## src/rtl/regfile_sequencer_if.sv

```systemverilog
// regfile_sequencer_if: command, register-file and response signals of the sequencer
interface regfile_sequencer_if;
    logic       cmd_valid;
    logic       cmd_ready;
    logic [1:0] cmd_op;
    logic [3:0] cmd_dst;
    logic [3:0] cmd_srcA;
    logic [3:0] cmd_srcB;
    logic [7:0] cmd_imm;
    logic [3:0] A_sel;
    logic [3:0] B_sel;
    logic [7:0] A;
    logic [7:0] B;
    logic       writeEnable;
    logic [3:0] replaceSel;
    logic [7:0] replaceData;
    logic       rsp_valid;
    logic       rsp_ready;
    logic [7:0] rsp_data;
    logic       rsp_carry;

    modport slave (
        input  cmd_valid, cmd_op, cmd_dst, cmd_srcA, cmd_srcB, cmd_imm, A, B, rsp_ready,
        output cmd_ready, A_sel, B_sel, writeEnable, replaceSel, replaceData, rsp_valid, rsp_data, rsp_carry
    );

    modport master (
        output cmd_valid, cmd_op, cmd_dst, cmd_srcA, cmd_srcB, cmd_imm, A, B, rsp_ready,
        input  cmd_ready, A_sel, B_sel, writeEnable, replaceSel, replaceData, rsp_valid, rsp_data, rsp_carry
    );
endinterface

```

## src/rtl/regfile_sequencer.sv

```systemverilog
// regfile_sequencer: executes LOADI/READ/ADD/MOVE commands against an external register file
module regfile_sequencer (
    input logic               clk,
    input logic               rst,
    regfile_sequencer_if.slave bus
);
    typedef enum logic [1:0] {IDLE, FETCH, WRITE, RESP} state_t;

    localparam logic [1:0] OP_LOADI = 2'b00;
    localparam logic [1:0] OP_READ  = 2'b01;
    localparam logic [1:0] OP_ADD   = 2'b10;

    state_t     state, state_nxt;
    logic [1:0] op;
    logic [3:0] dst, src_a, src_b;
    logic [7:0] imm, result;
    logic       carry;
    logic [8:0] sum;

    assign sum = {1'b0, bus.A} + {1'b0, bus.B};

    // state register; async reset aborts any command in flight
    always_ff @(posedge clk or posedge rst) begin
        if (rst) state <= IDLE;
        else     state <= state_nxt;
    end

    // latch the command on accept and capture the result at the end of FETCH
    always_ff @(posedge clk or posedge rst) begin
        if (rst) begin
            op     <= '0;
            dst    <= '0;
            src_a  <= '0;
            src_b  <= '0;
            imm    <= '0;
            result <= '0;
            carry  <= 1'b0;
        end else begin
            if (state == IDLE && bus.cmd_valid) begin
                op    <= bus.cmd_op;
                dst   <= bus.cmd_dst;
                src_a <= bus.cmd_srcA;
                src_b <= bus.cmd_srcB;
                imm   <= bus.cmd_imm;
            end
            if (state == FETCH) begin
                result <= op == OP_LOADI ? imm : op == OP_ADD ? sum[7:0] : bus.A;
                carry  <= op == OP_ADD && sum[8];
            end
        end
    end

    // next-state: READ skips the write cycle, RESP waits for the consumer
    always_comb begin
        state_nxt = state;
        case (state)
            IDLE:    state_nxt = bus.cmd_valid ? FETCH : IDLE;
            FETCH:   state_nxt = op == OP_READ ? RESP : WRITE;
            WRITE:   state_nxt = RESP;
            default: state_nxt = bus.rsp_ready ? IDLE : RESP;
        endcase
    end

    assign bus.cmd_ready   = state == IDLE;
    assign bus.writeEnable = state == WRITE;
    assign bus.rsp_valid   = state == RESP;
    assign bus.A_sel       = src_a;
    assign bus.B_sel       = src_b;
    assign bus.replaceSel  = dst;
    assign bus.replaceData = result;
    assign bus.rsp_data    = result;
    assign bus.rsp_carry   = carry;
endmodule

```

## src/flat_wrapper.sv

```systemverilog
// flat-port wrapper written by rule: the top's interface ports become plain ports
module regfile_sequencer_flat 
  (clk, rst, bus_cmd_valid, bus_cmd_op, bus_cmd_dst, bus_cmd_srcA, bus_cmd_srcB, bus_cmd_imm, bus_A, bus_B, bus_rsp_ready, bus_cmd_ready, bus_A_sel, bus_B_sel, bus_writeEnable, bus_replaceSel, bus_replaceData, bus_rsp_valid, bus_rsp_data, bus_rsp_carry);
  regfile_sequencer_if bus_i ();
  input logic clk;
  input logic rst;
  input wire logic [$bits(bus_i.cmd_valid)-1:0] bus_cmd_valid;
  input wire logic [$bits(bus_i.cmd_op)-1:0] bus_cmd_op;
  input wire logic [$bits(bus_i.cmd_dst)-1:0] bus_cmd_dst;
  input wire logic [$bits(bus_i.cmd_srcA)-1:0] bus_cmd_srcA;
  input wire logic [$bits(bus_i.cmd_srcB)-1:0] bus_cmd_srcB;
  input wire logic [$bits(bus_i.cmd_imm)-1:0] bus_cmd_imm;
  input wire logic [$bits(bus_i.A)-1:0] bus_A;
  input wire logic [$bits(bus_i.B)-1:0] bus_B;
  input wire logic [$bits(bus_i.rsp_ready)-1:0] bus_rsp_ready;
  output wire logic [$bits(bus_i.cmd_ready)-1:0] bus_cmd_ready;
  output wire logic [$bits(bus_i.A_sel)-1:0] bus_A_sel;
  output wire logic [$bits(bus_i.B_sel)-1:0] bus_B_sel;
  output wire logic [$bits(bus_i.writeEnable)-1:0] bus_writeEnable;
  output wire logic [$bits(bus_i.replaceSel)-1:0] bus_replaceSel;
  output wire logic [$bits(bus_i.replaceData)-1:0] bus_replaceData;
  output wire logic [$bits(bus_i.rsp_valid)-1:0] bus_rsp_valid;
  output wire logic [$bits(bus_i.rsp_data)-1:0] bus_rsp_data;
  output wire logic [$bits(bus_i.rsp_carry)-1:0] bus_rsp_carry;
  assign bus_i.cmd_valid = bus_cmd_valid;
  assign bus_i.cmd_op = bus_cmd_op;
  assign bus_i.cmd_dst = bus_cmd_dst;
  assign bus_i.cmd_srcA = bus_cmd_srcA;
  assign bus_i.cmd_srcB = bus_cmd_srcB;
  assign bus_i.cmd_imm = bus_cmd_imm;
  assign bus_i.A = bus_A;
  assign bus_i.B = bus_B;
  assign bus_i.rsp_ready = bus_rsp_ready;
  assign bus_cmd_ready = bus_i.cmd_ready;
  assign bus_A_sel = bus_i.A_sel;
  assign bus_B_sel = bus_i.B_sel;
  assign bus_writeEnable = bus_i.writeEnable;
  assign bus_replaceSel = bus_i.replaceSel;
  assign bus_replaceData = bus_i.replaceData;
  assign bus_rsp_valid = bus_i.rsp_valid;
  assign bus_rsp_data = bus_i.rsp_data;
  assign bus_rsp_carry = bus_i.rsp_carry;
  regfile_sequencer u_core (.clk(clk), .rst(rst), .bus(bus_i));
endmodule
```

## config.mk

```make
export PLATFORM = sky130hd
export DESIGN_NAME = regfile_sequencer_flat
export DESIGN_NICKNAME = d
export VERILOG_FILES = /design/src/rtl/regfile_sequencer_if.sv /design/src/rtl/regfile_sequencer.sv /design/src/flat_wrapper.sv
export SDC_FILE = /design/constraint.sdc
export NUM_CORES = 1
export LEC_CHECK = 0
export BUFFER_PORTS_ARGS = -buffer_cell sky130_fd_sc_hd__buf_4
export CAP_MARGIN = 20
export CORE_AREA = 2 2 76 78
export CTS_CLUSTER_SIZE = 30
export DETAILED_ROUTE_END_ITERATION = 10
export DIE_AREA = 0 0 78 80
export PLACE_DENSITY = 0.65
export SYNTH_ARGS = -nofsm -noshare
export SYNTH_HDL_FRONTEND = slang
export SYNTH_SLANG_ARGS = --single-unit
```

## constraint.sdc

```tcl
create_clock -name clk -period 4.2 [get_ports clk]
set_clock_uncertainty 0.2 [all_clocks]
set_input_delay 0.63 -clock clk [delete_from_list [all_inputs] [get_ports clk]]
set_output_delay 0.63 -clock clk [all_outputs]
set_load 0.05 [all_outputs]
```

# --- Word-level counts from Yosys, hierarchy flattened ---
# Index checks and enable logic that the tools add are counted.
totals:
  reg_bits: 33
  word_cells: 24
op_classes:
  reduce_logical: 4
  addsub: 1
  n_eq_ne: 5
  muxes: 6
op_table:
  columns: ["op", "n"]
  rows:
  - ["two-way mux 8 bit", 2]
  - ["adder 8 x 8 -> 9 bit", 1]
  - ["equality test 2 bit, second input constant", 3]
  - ["one-hot mux 2 bit (3 select lines)", 1]
  - ["equality test 2 x 1 -> 1 bit, second input constant", 2]
  - ["logical NOT 2 bit", 2]
  - ["logical AND 1 bit", 2]
  - ["two-way mux 1 bit", 2]
  - ["two-way mux 2 bit", 1]

# --- Logic depth before layout (Yosys ltp) ---
depth:
  word_depth: 3
  mapped_depth: 8

# --- Worst setup path before layout ---
# Ideal clock, no wire load.
synth_path:
  kind: "input -> register"
  start: "in bus_B[0]"
  end: "reg u_core.result[4], in the netlist u_core.bus.replaceData[4]"
  t_arrival_ns: 1.889
  cell_stages: 8
  slack_ns: 1.979
  path_cell_list: "ha_1 inv_1 fa_1 nor2b_1 o22ai_1 xnor2_1 a211oi_1 o22ai_1"
synth_between:
  elab_chain_cells: 3
synth_lines:
  columns: ["element", "line", "source"]
  rows:
  - ["start: declaration", "flat_wrapper.sv:14", "input wire logic [$bits(bus_i.B)-1:0] bus_B;"]
  - ["adder 8 x 8 -> 9 bit", "regfile_sequencer.sv:20", "assign sum = {1'b0, bus.A} + {1'b0, bus.B};"]
  - ["two-way mux 8 bit (2 in series)", "regfile_sequencer.sv:47", "result <= op == OP_LOADI ? imm : op == OP_ADD ? sum[7:0] : bus.A;"]
  - ["end signal: assignment", "regfile_sequencer.sv:47", null]
  - ["end: declaration", "regfile_sequencer.sv:16", "logic [7:0] imm, result;"]
# No other way between the ends.
# A chain may end at the register's enable or synchronous reset.

# --- Worst setup path in the final report ---
layout_path:
  start: "reg u_core.state[0]"
  end: "reg u_core.src_b[2], in the netlist u_core.bus.B_sel[2]"
layout_between:
  elab_chain_cells: 2
layout_lines:
  columns: ["element", "line", "source"]
  rows:
  - ["start: declaration", "regfile_sequencer.sv:13", "state_t state, state_nxt;"]
  - ["start signal: assignment", "regfile_sequencer.sv:25", "else state <= state_nxt;"]
  - ["logical NOT 2 bit", "regfile_sequencer.sv:39", "if (state == IDLE && bus.cmd_valid) begin"]
  - ["logical AND 1 bit", "regfile_sequencer.sv:39", null]
  - ["end signal: assignment", "regfile_sequencer.sv:43", "src_b <= bus.cmd_srcB;"]
  - ["end: declaration", "regfile_sequencer.sv:15", "logic [3:0] dst, src_a, src_b;"]
# No other way between the ends.

==> metrics.md <==
| Metric | Value |
|---|---|
| Layout net count | `285` |
| Initial antenna violation count | `0` |
| Clk buf depth | `2` |
| Diodes inserted | `0` |
| Synthesis-to-finish area growth | `36.3%` |
| Final total power | `0.00215 W` |
| CTS tree | `done` |
| Die Y | `80 µm` |
| Design Area, Final | `0.00248 mm²` |
| Routed Antenna Nets | `0` |
| CTS clk-pin slew, worst paths | `70 ps` |
| Placed Area | `0.00238 mm²` |
| Number of global-route vias before repair | `1412` |
| DP Wirelength | `3.04 mm` |
| Final period utilization | `50.5%` |
| Post-synthesis cell type count | `33` |
| Share of cells above drive strength 1 | `46.3%` |
| RSZ-0062 raised after global routing | `no` |
| Most common cell after layout, fill and taps aside | `buf_4` |
| Multiplexer share of the synthesized area | `17.7%` |
| Std cell rows | `27` |
| Status | `completed` |
| Synth warn | `0` |
| WL final | `4.06 mm` |
| Tightest Pin Transition | `936 ps` |
| Pre-CTS setup slack | `1770 ps` |
| Slew margin rel. | `37.5%` |
| TNS Setup | `0 ps` |
| Post-cts sizing count | `0` |
| Total number of vias | `1429` |
| Final worst slack | `2080 ps` |
| Ys async rst share | `100%` |
| Initial Util | `33.6%` |
| Final min period | `2120 ps` |
| Cell Area, Synth | `0.00182 mm²` |
| Largest family of logic cells by synthesized area | `multiplexers` |
| Final hold vios | `0` |
| Core Area | `0.00541 mm²` |
| # DRC | `0` |
| Power Dens Cells | `869 mW/mm²` |
| 1st-pass router iterations | `4` |
| Die X | `78 µm` |
| Synth Area in XOR/XNOR | `2.41%` |
| Commonest non-fill, non-tap cells in the layout | `buf_4 (74), dfrtp_1 (33), mux2_2 (25)` |
| # IOs | `74` |
| Final setup viols | `0` |
| HP Class | `in2async` |
| Register area share after synthesis | `45.4%` |
| WL per Instance | `13.4 µm` |
| Global placement routability congestion | `0.903` |
| First-pass GRT wire length | `6.72 mm` |
| Synth Area in Compound Gates | `12.0%` |
| EDFF count, synth | `0` |
| Largest net degree at the start of global routing | `34` |
| WP data required | `4160 ps` |
| Cells after synthesis | `163` |
| Hold Buf Count CTS | `0` |
| Htree depth | `2` |
| CP endpoint kind | `flip-flop` |
| IO buf count | `73` |
| Syn_nets | `218` |
| Synthesized area per cell | `11.2 µm²` |
| Clock Latency Late Sink | `280 ps` |
| Filler cells | `531` |
| Total of max-cap violations | `0` |
| Post-CTS Setup Inserts | `0` |
| Final Slew Violations | `0` |
| Maximum VDD drop | `0.412 mV` |
| Num Clock Sinks | `33` |
| WS Path Type | `reg2reg` |
| Simple-gate share of the synthesized area | `5.92%` |
| Full die area | `0.00624 mm²` |
| Max Fanout on Critical Path | `22` |
| Initial DRC count | `67` |
| Adder-Cell Fraction of Synth Area | `9.36%` |
| Synth Register Bits | `33` |
| DR vias/cell | `4.72` |
| GRT Util Overall | `13.8%` |
| Synth Flop Type | `dfrtp_1` |
| Cts bufs inserted | `5` |
| Fmax | `471 MHz` |
| Critical Path Source Type | `flip-flop` |
| Clk root buf | `clkbuf_8` |
| Leak | `1.21 nW` |
| Total grt overflow | `0` |
| Critical path data arrival time | `2090 ps` |
## registers in the layout, indices dropped and copies added (netlist names)
signal / cells
u_core.bus.replaceData: 8
u_core.state: 2
u_core.bus.B_sel: 4
u_core.bus.replaceSel: 4
u_core.op: 2
u_core.bus.rsp_carry: 1
u_core.imm: 8
u_core.bus.A_sel: 4
## path summary, 6_finish.rpt
| kind | startpoint | slack (ps) | cells past startpoint | end |
|---|---|---|---|---|
| setup / recovery | u_core.state[0] | 2080 | 4 | u_core.bus.B_sel[2] |
| hold / removal | rst | 240 | 3 | u_core.bus.replaceData[1] |
| setup reg to reg | u_core.state[0] | 2080 | 4 | u_core.bus.B_sel[2] |
| hold reg to reg | u_core.imm[2] | 310 | 1 | u_core.imm[2] |
| max in group asynchronous | rst | 3260 | 3 | u_core.bus.rsp_carry |
| min in group clk | u_core.imm[2] | 310 | 1 | u_core.imm[2] |
## area by class of cell
type / instances / area [µm²] / share of cell area [%]
repair buffers: 74 / 556 / 22.4
flip-flops and latches: 33 / 826 / 33.3
clock inverters: 1 / 5.00 / 0.202
well taps: 72 / 90.1 / 3.63
multi-input cells: 104 / 861 / 34.7
inverters: 12 / 45.0 / 1.82
clock buffers: 7 / 96.3 / 3.89
## routing by layer
metal | wire, µm | track usage (%) | vias to the layer above | share of wire [%]
li1 | - | - | 697 | -
met1 | 1770 | 17.2 | 675 | 44
met2 | 1980 | 23.2 | 53 | 49
met3 | 287 | 4.30 | 4 | 7.1
met4 | 18 | 3.86 | 0 | 0.44
met5 | 0 | 0 | - | 0
## critical path, stage by stage (launching register included)
cell and delay, ps:
dfrtp_1 380, inv_1 70, ha_1 230, nand2_1 690
mux2_2 410
## power by group
| group | leakage, nW | switching (W) | internal (W) | total, W |
|---|---|---|---|---|
| sequential | 0.392 | 0.000135 | 0.000482 | 0.000617 |
| combinational | 0.762 | 0.000815 | 0.000457 | 0.00127 |
| clock | 0.0542 | 0.000118 | 0.000148 | 0.000266 |
| total | 1.21 | 0.00107 | 0.00109 | 0.00215 |
## metrics by stage
stage                     util [%]  cells  hold slack (ps)
after floorplan                  -    163              271
after global placement        44.0    295              284
after detailed placement      44.0    295              294
after CTS                     45.9    303              248
after global routing          45.9    303              302
final                         45.9    303              239
## synth_stat cells (2+ instances only)
| master | n | area (µm²) |
|---|---|---|
| dfrtp_1 | 33 | 826 |
| mux2_2 | 25 | 282 |
| o21ai_0 | 13 | 65.1 |
| ha_1 | 12 | 150 |
| inv_1 | 12 | 45.0 |
| nand2_1 | 9 | 33.8 |
| buf_4 | 8 | 60.1 |
| mux2i_1 | 4 | 40.0 |
| nor2_1 | 4 | 15.0 |
| nor2b_1 | 4 | 25.0 |
| a211oi_1 | 3 | 22.5 |
| a21oi_1 | 3 | 15.0 |
| buf_2 | 3 | 15.0 |
| clkbuf_1 | 3 | 11.3 |
| o22ai_1 | 3 | 18.8 |
| xor2_1 | 3 | 26.3 |
| a22oi_1 | 2 | 15.0 |
| nor3_1 | 2 | 10.0 |
| o21a_1 | 2 | 15.0 |
| xnor2_1 | 2 | 17.5 |
## kinds of logic after synthesis
logic type,after synthesis
adder cells (fa/ha/maj),13
flip-flops,33
multiplexers,29
XOR/XNOR,5
AND/OR/NAND/NOR,23
buffers and inverters,26
AO/OA/AOI/OAI,34
Note: power is estimated with default switching activity, not from simulation.
